==> config.mk <==
export PLATFORM = sky130hd
export DESIGN_NAME = tile_gemm_controller
export DESIGN_NICKNAME = d
export VERILOG_FILES = /design/src/rtl/tile_gemm_controller.sv
export SDC_FILE = /design/constraint.sdc
export NUM_CORES = 1
export LEC_CHECK = 0
export ABC_AREA = 1
export BUFFER_PORTS_ARGS = -buffer_cell sky130_fd_sc_hd__buf_2
export CAP_MARGIN = 20
export CORE_MARGIN = 5
export CORE_UTILIZATION = 25
export DETAILED_ROUTE_END_ITERATION = 6
export PLACE_DENSITY = 0.44
export SETUP_SLACK_MARGIN = 0.2
export SYNTH_ARGS = -nofsm -noshare
export SYNTH_HDL_FRONTEND = slang
export SYNTH_SLANG_ARGS = --single-unit
==> constraint.sdc <==
create_clock -name clk -period 4.4 [get_ports clk]
set_input_delay 0.22 -clock clk [delete_from_list [all_inputs] [get_ports clk]]
set_output_delay 0.22 -clock clk [all_outputs]
set_load 0.01 [all_outputs]
==> src/rtl/tile_gemm_controller.sv <==
// Tile-level sequencer for a weight-stationary systolic GEMM array.
// For every N tile: load weights, then for every M tile stream K inputs,
// flush the array pipeline and drain ARRAY_COL output beats.
//
// Ports:
//   clk, rst_n                    clock, synchronous active-low reset
//   ap_start, ap_abort            job start (level, IDLE only) / abort
//   cfg_k_dim/m_tiles/n_tiles     job shape, latched at start
//   drain_ready                   output buffer accepts a beat this cycle
//   ap_done, ap_idle, cfg_err     job status
//   state_dbg                     current state encoding
//   ctrl_*                        array control enables (state decodes)
//   tile_m_idx, tile_n_idx        current tile indices
//   phase_cnt                     cycle/beat counter within current state
module tile_gemm_controller #(
    parameter int unsigned ARRAY_ROW = 8,
    parameter int unsigned ARRAY_COL = 8,
    parameter int unsigned PIPE_LAT  = 15,
    parameter int unsigned CNT_W     = 16
) (
    input  logic             clk,
    input  logic             rst_n,
    input  logic             ap_start,
    input  logic             ap_abort,
    input  logic [CNT_W-1:0] cfg_k_dim,
    input  logic [CNT_W-1:0] cfg_m_tiles,
    input  logic [CNT_W-1:0] cfg_n_tiles,
    input  logic             drain_ready,
    output logic             ap_done,
    output logic             ap_idle,
    output logic             cfg_err,
    output logic [2:0]       state_dbg,
    output logic             ctrl_weight_load_en,
    output logic             ctrl_input_stream_en,
    output logic             ctrl_acc_clear,
    output logic             ctrl_flush_en,
    output logic             ctrl_drain_en,
    output logic [CNT_W-1:0] tile_m_idx,
    output logic [CNT_W-1:0] tile_n_idx,
    output logic [CNT_W-1:0] phase_cnt
);

    localparam logic [2:0] S_IDLE    = 3'd0;
    localparam logic [2:0] S_LOAD_W  = 3'd1;
    localparam logic [2:0] S_COMPUTE = 3'd2;
    localparam logic [2:0] S_FLUSH   = 3'd3;
    localparam logic [2:0] S_DRAIN   = 3'd4;
    localparam logic [2:0] S_DONE    = 3'd5;

    localparam logic [CNT_W-1:0] ROW_LAST  = CNT_W'(ARRAY_ROW - 1);
    localparam logic [CNT_W-1:0] COL_LAST  = CNT_W'(ARRAY_COL - 1);
    localparam logic [CNT_W-1:0] PIPE_LAST = CNT_W'(PIPE_LAT - 1);
    localparam logic [CNT_W-1:0] ONE       = CNT_W'(1);

    logic [2:0]       state, state_nx;
    logic [CNT_W-1:0] phase_nx, m_nx, n_nx;
    logic [CNT_W-1:0] k_lat, m_lat, n_lat;
    logic [CNT_W-1:0] k_lat_nx, m_lat_nx, n_lat_nx;
    logic             err_nx;

    assign state_dbg = state;

    // Next-state, counter and latched-config logic
    always_comb begin
        state_nx = state;
        phase_nx = phase_cnt;
        m_nx     = tile_m_idx;
        n_nx     = tile_n_idx;
        k_lat_nx = k_lat;
        m_lat_nx = m_lat;
        n_lat_nx = n_lat;
        err_nx   = cfg_err;

        case (state)
            S_IDLE: begin
                if (ap_start) begin
                    k_lat_nx = cfg_k_dim;
                    m_lat_nx = cfg_m_tiles;
                    n_lat_nx = cfg_n_tiles;
                    phase_nx = '0;
                    m_nx     = '0;
                    n_nx     = '0;
                    if ((cfg_k_dim == '0) || (cfg_m_tiles == '0) || (cfg_n_tiles == '0)) begin
                        state_nx = S_DONE;
                        err_nx   = 1'b1;
                    end else begin
                        state_nx = S_LOAD_W;
                        err_nx   = 1'b0;
                    end
                end
            end
            S_LOAD_W: begin
                if (phase_cnt == ROW_LAST) begin
                    state_nx = S_COMPUTE;
                    phase_nx = '0;
                end else begin
                    phase_nx = phase_cnt + ONE;
                end
            end
            S_COMPUTE: begin
                if (phase_cnt == (k_lat - ONE)) begin
                    state_nx = S_FLUSH;
                    phase_nx = '0;
                end else begin
                    phase_nx = phase_cnt + ONE;
                end
            end
            S_FLUSH: begin
                if (phase_cnt == PIPE_LAST) begin
                    state_nx = S_DRAIN;
                    phase_nx = '0;
                end else begin
                    phase_nx = phase_cnt + ONE;
                end
            end
            S_DRAIN: begin
                // Only accepted beats advance; stall indefinitely otherwise
                if (drain_ready) begin
                    if (phase_cnt == COL_LAST) begin
                        phase_nx = '0;
                        if (tile_m_idx < (m_lat - ONE)) begin
                            m_nx     = tile_m_idx + ONE;
                            state_nx = S_COMPUTE;
                        end else if (tile_n_idx < (n_lat - ONE)) begin
                            m_nx     = '0;
                            n_nx     = tile_n_idx + ONE;
                            state_nx = S_LOAD_W;
                        end else begin
                            state_nx = S_DONE;
                        end
                    end else begin
                        phase_nx = phase_cnt + ONE;
                    end
                end
            end
            S_DONE: begin
                if (!ap_start) begin
                    state_nx = S_IDLE;
                end
            end
            default: begin
                state_nx = S_IDLE;
                phase_nx = '0;
            end
        endcase

        // Abort overrides every transition of an active job
        if (ap_abort && (state != S_IDLE) && (state != S_DONE)) begin
            state_nx = S_IDLE;
            phase_nx = '0;
        end
    end

    // State register; outputs registered as decodes of the next state so
    // they line up with the state register
    always_ff @(posedge clk) begin
        if (!rst_n) begin
            state                <= S_IDLE;
            phase_cnt            <= '0;
            tile_m_idx           <= '0;
            tile_n_idx           <= '0;
            k_lat                <= '0;
            m_lat                <= '0;
            n_lat                <= '0;
            cfg_err              <= 1'b0;
            ap_done              <= 1'b0;
            ap_idle              <= 1'b1;
            ctrl_weight_load_en  <= 1'b0;
            ctrl_input_stream_en <= 1'b0;
            ctrl_acc_clear       <= 1'b0;
            ctrl_flush_en        <= 1'b0;
            ctrl_drain_en        <= 1'b0;
        end else begin
            state                <= state_nx;
            phase_cnt            <= phase_nx;
            tile_m_idx           <= m_nx;
            tile_n_idx           <= n_nx;
            k_lat                <= k_lat_nx;
            m_lat                <= m_lat_nx;
            n_lat                <= n_lat_nx;
            cfg_err              <= err_nx;
            ap_done              <= (state_nx == S_DONE);
            ap_idle              <= (state_nx == S_IDLE);
            ctrl_weight_load_en  <= (state_nx == S_LOAD_W);
            ctrl_input_stream_en <= (state_nx == S_COMPUTE);
            ctrl_acc_clear       <= (state_nx == S_COMPUTE) && (phase_nx == '0);
            ctrl_flush_en        <= (state_nx == S_FLUSH);
            ctrl_drain_en        <= (state_nx == S_DRAIN);
        end
    end

endmodule

==> out/results.ini <==
[clock_tree]
clockBufferDepth = 2
cts.sinks = 107
root_buffer = clkbuf_16
htreeDepth = 3
path_clk_slew_ns = 0.09
cts_tree = yes
post_cts_buffers = 0
clk_latency_ns = 0.37
cts_buffers = 9

[flow_run]
maxCapViolations = 0

[cells_and_area]
drive_above_1_share_pct = 15.2
post-route-util_pct = 29.6
syn_to_final_growth_pct = 16.6
n_fill_cell = 3401
antennaDiodeCount = 0
fin_nets = 1329

[logic_synthesis]
synth-seq-area-share_pct = 28.5
ys_top_cells_by_count = 234 x nand2_1, 173 x nor2_1, 107 x dfxtp_1
synth_top_area_cell = dfxtp_1
avgSynthCellArea_sq_um = 6.56
synth_nets = 1236
synth_cells = 1146
ys_async_sr_fraction_pct = 0
synth_area_leaders = dfxtp_1 28%, nand2_1 12%, nor2_1 8.6%, ha_1 6.2%, nand3_1 5.6%
yosysTopAreaCellShare_pct = 28.5
yosys_register_bits = 107
synthFlopType = dfxtp_1
yosysWarnings = 0
synth.most_common_cell = nand2_1
synth-edff-count = 0
syn_area_sq_um = 7520
ys_types = 47

[global_route]
grt_max_degree = 55
grt_antenna_before_repair = 0
gr-total-overflow = 0
grt_use_total_pct = 15.0
grt_pass1_vias = 7571
grt_pass1_wl_mm = 40.4

[sta]
worst_slew_pin_slew_ns = 0.772
finalCritPeriodShare_pct = 84.6
maxSlewHeadroom_pct = 48.1
rsz0062_at_grt = false
hold_viol = 0
slew_violations = 0
clock_skew_ns = 0.0113
timing.fmax_mhz = 269
tns_ns = 0
setup_viol = 0
post-route-min-period_ns = 3.72

[floorplan]
rows = 63
coreArea_sq_um = 29600
die_h_um = 183
start_util_pct = 25.4
die_w_um = 183
pin_count = 112
die-area_sq_um = 33700

[power_and_ir_drop]
p_leak_nw = 3.96
powerDensity_nw_per_um2 = 290
peakVddDrop_v = 0.000159

[critical_path]
critPathRequiredTime_ns = 4.68
path_buf_inv = 1
cp_data_arrival_time_ns = 4.00
critPathLaunchType = flip-flop
cp_top_family = simple AND/OR/NAND/NOR gates
crit_type = flip-flop to flip-flop
path_max_fanout = 18
slowest_delay_ns = 0.32
path_cells = inv_1, ha_1, nand2_1, nor3_1, nand3_1, nor3_1, nand3_1, xor2_1, ha_1, nand4_1, nor3_1, o21ai_0, o211ai_1, nand2_1, nand2_4, nand2_1, a211oi_1
cp-end-kind = flip-flop
r2r_start = n_lat[0]
cp_slowest_cell = dfxtp_1
crit_start = n_lat[0]

[detailed_routing]
ant_nets = 0
dr_total_vias = 7605
drc = 0
drt-initial-drc-count = 480
wirelength_mm = 25.1
drt-pass1-iter-count = 5
wl_per_cell_um = 15.4
vias_per_cell = 4.65

[placement]
io_buffers = 111
gp_congestion = 0.806
hpwl_mm = 19.9

[hold_path]
hold_start = cfg_n_tiles[10]
min_path_type = primary input to flip-flop

[status]
status = complete, no violations

[power by group]
group / internal (mW) / switching [mW]
clock network: 0.413 / 0.461
registers: 1.02 / 0.0623
logic: 0.209 / 0.376
[registers in the layout, summed over array words and instances, names as in the netlist]
register / count
ap_done: 1
ap_idle: 1
cfg_err: 1
ctrl_acc_clear: 1
ctrl_drain_en: 1
ctrl_flush_en: 1
ctrl_input_stream_en: 1
ctrl_weight_load_en: 1
k_lat: 16
m_lat: 16
n_lat: 16
phase_cnt: 16
state_dbg: 3
tile_m_idx: 16
tile_n_idx: 16
[final timing paths]
check / endpoint / slack, ns / depth (start not counted)
worst max register to register: tile_m_idx[10] / 0.68 / 17
worst min register to register: m_lat[1] / 0.48 / 2
worst max-delay path: tile_m_idx[10] / 0.68 / 17
worst min-delay path: n_lat[10] / 0.09 / 3
[logic make-up after synthesis]
group                    Yosys count  share of synthesized area [%]
AO/OA/AOI/OAI                    161                           11.5
buffers and inverters            156                           8.33
XOR/XNOR                          64                           7.45
AND/OR/NAND/NOR                  621                           38.1
adder cells (fa/ha/maj)           37                           6.16
flip-flops                       107                           28.5
[cells in the final DEF (no fill, tap or decap), drive strengths merged, types with 2 or more instances in the layout]
cell	count
and2	2
clkbuf	9
nor3b	4
nor4	16
clkinv	7
nand4	31
o21a	2
xor2	48
ha	37
inv	120
a211oi	4
o21ai	74
and3	2
nor3	36
nand2	242
a21oi	63
a31oi	2
o211ai	2
o22ai	7
dfxtp	107
buf	118
or2	2
nand3b	4
nor2	189
nand3	93
xnor2	16
o21bai	2
[layer usage]
metal | wire length [um] | track usage, % | vias to the layer above
met2 | 12600 | 27.1 | 142
met3 | 920 | 2.65 | 17
met4 | 278 | 2.59 | 0
li1 | - | - | 3964
met5 | 0 | 0 | -
met1 | 11300 | 18.8 | 3482
[area by class of cell]
class	instances	area (sq um)	area share, %
Clock inverter	7	93.8	1.07
Inverter	120	450	5.14
Clock buffer	9	225	2.57
Sequential cell	107	2140	24.4
Multi-Input combinational cell	883	4760	54.3
Timing Repair Buffer	118	608	6.93
Tap cell	390	488	5.56
[stage by stage]
| stage | cells | hold slack (ns) | instance area [sq um] | worst slack [ns] | total power [mW] |
|---|---|---|---|---|---|
| after global placement | 1618 | 0.464 | 8440 | 0.604 | 1.69 |
| after global routing | 1634 | 0.0861 | 8770 | 0.227 | 2.73 |
| after floorplan | 1146 | 0.355 | 7520 | 1.30 | 1.53 |
| final | 1634 | 0.0858 | 8770 | 0.679 | 2.54 |
| after CTS | 1634 | 0.0703 | 8760 | 0.479 | 2.59 |
| after detailed placement | 1618 | 0.467 | 8440 | 0.512 | 1.70 |
[what timing repair did]
| item | in CTS | in global routing |
|---|---|---|
| hold buffers | 0 | 0 |
| gates resized for setup | 0 | 2 |
| hold endpoints to repair | 0 | 0 |
| endpoints found under the setup margin | 0 | 29 |
[worst register-to-register path, stage by stage, from the launching register on]
cell and delay, ns:
dfxtp_1 0.32, inv_1 0.08, ha_1 0.19, nand2_1 0.09, nor3_1 0.32, nand3_1 0.18
nor3_1 0.27, nand3_1 0.14, xor2_1 0.16, ha_1 0.30, nand4_1 0.11, nor3_1 0.14
o21ai_0 0.10, o211ai_1 0.20, nand2_1 0.18, nand2_4 0.24, nand2_1 0.30, a211oi_1 0.30
Note: power is estimated with default switching activity, not from simulation.
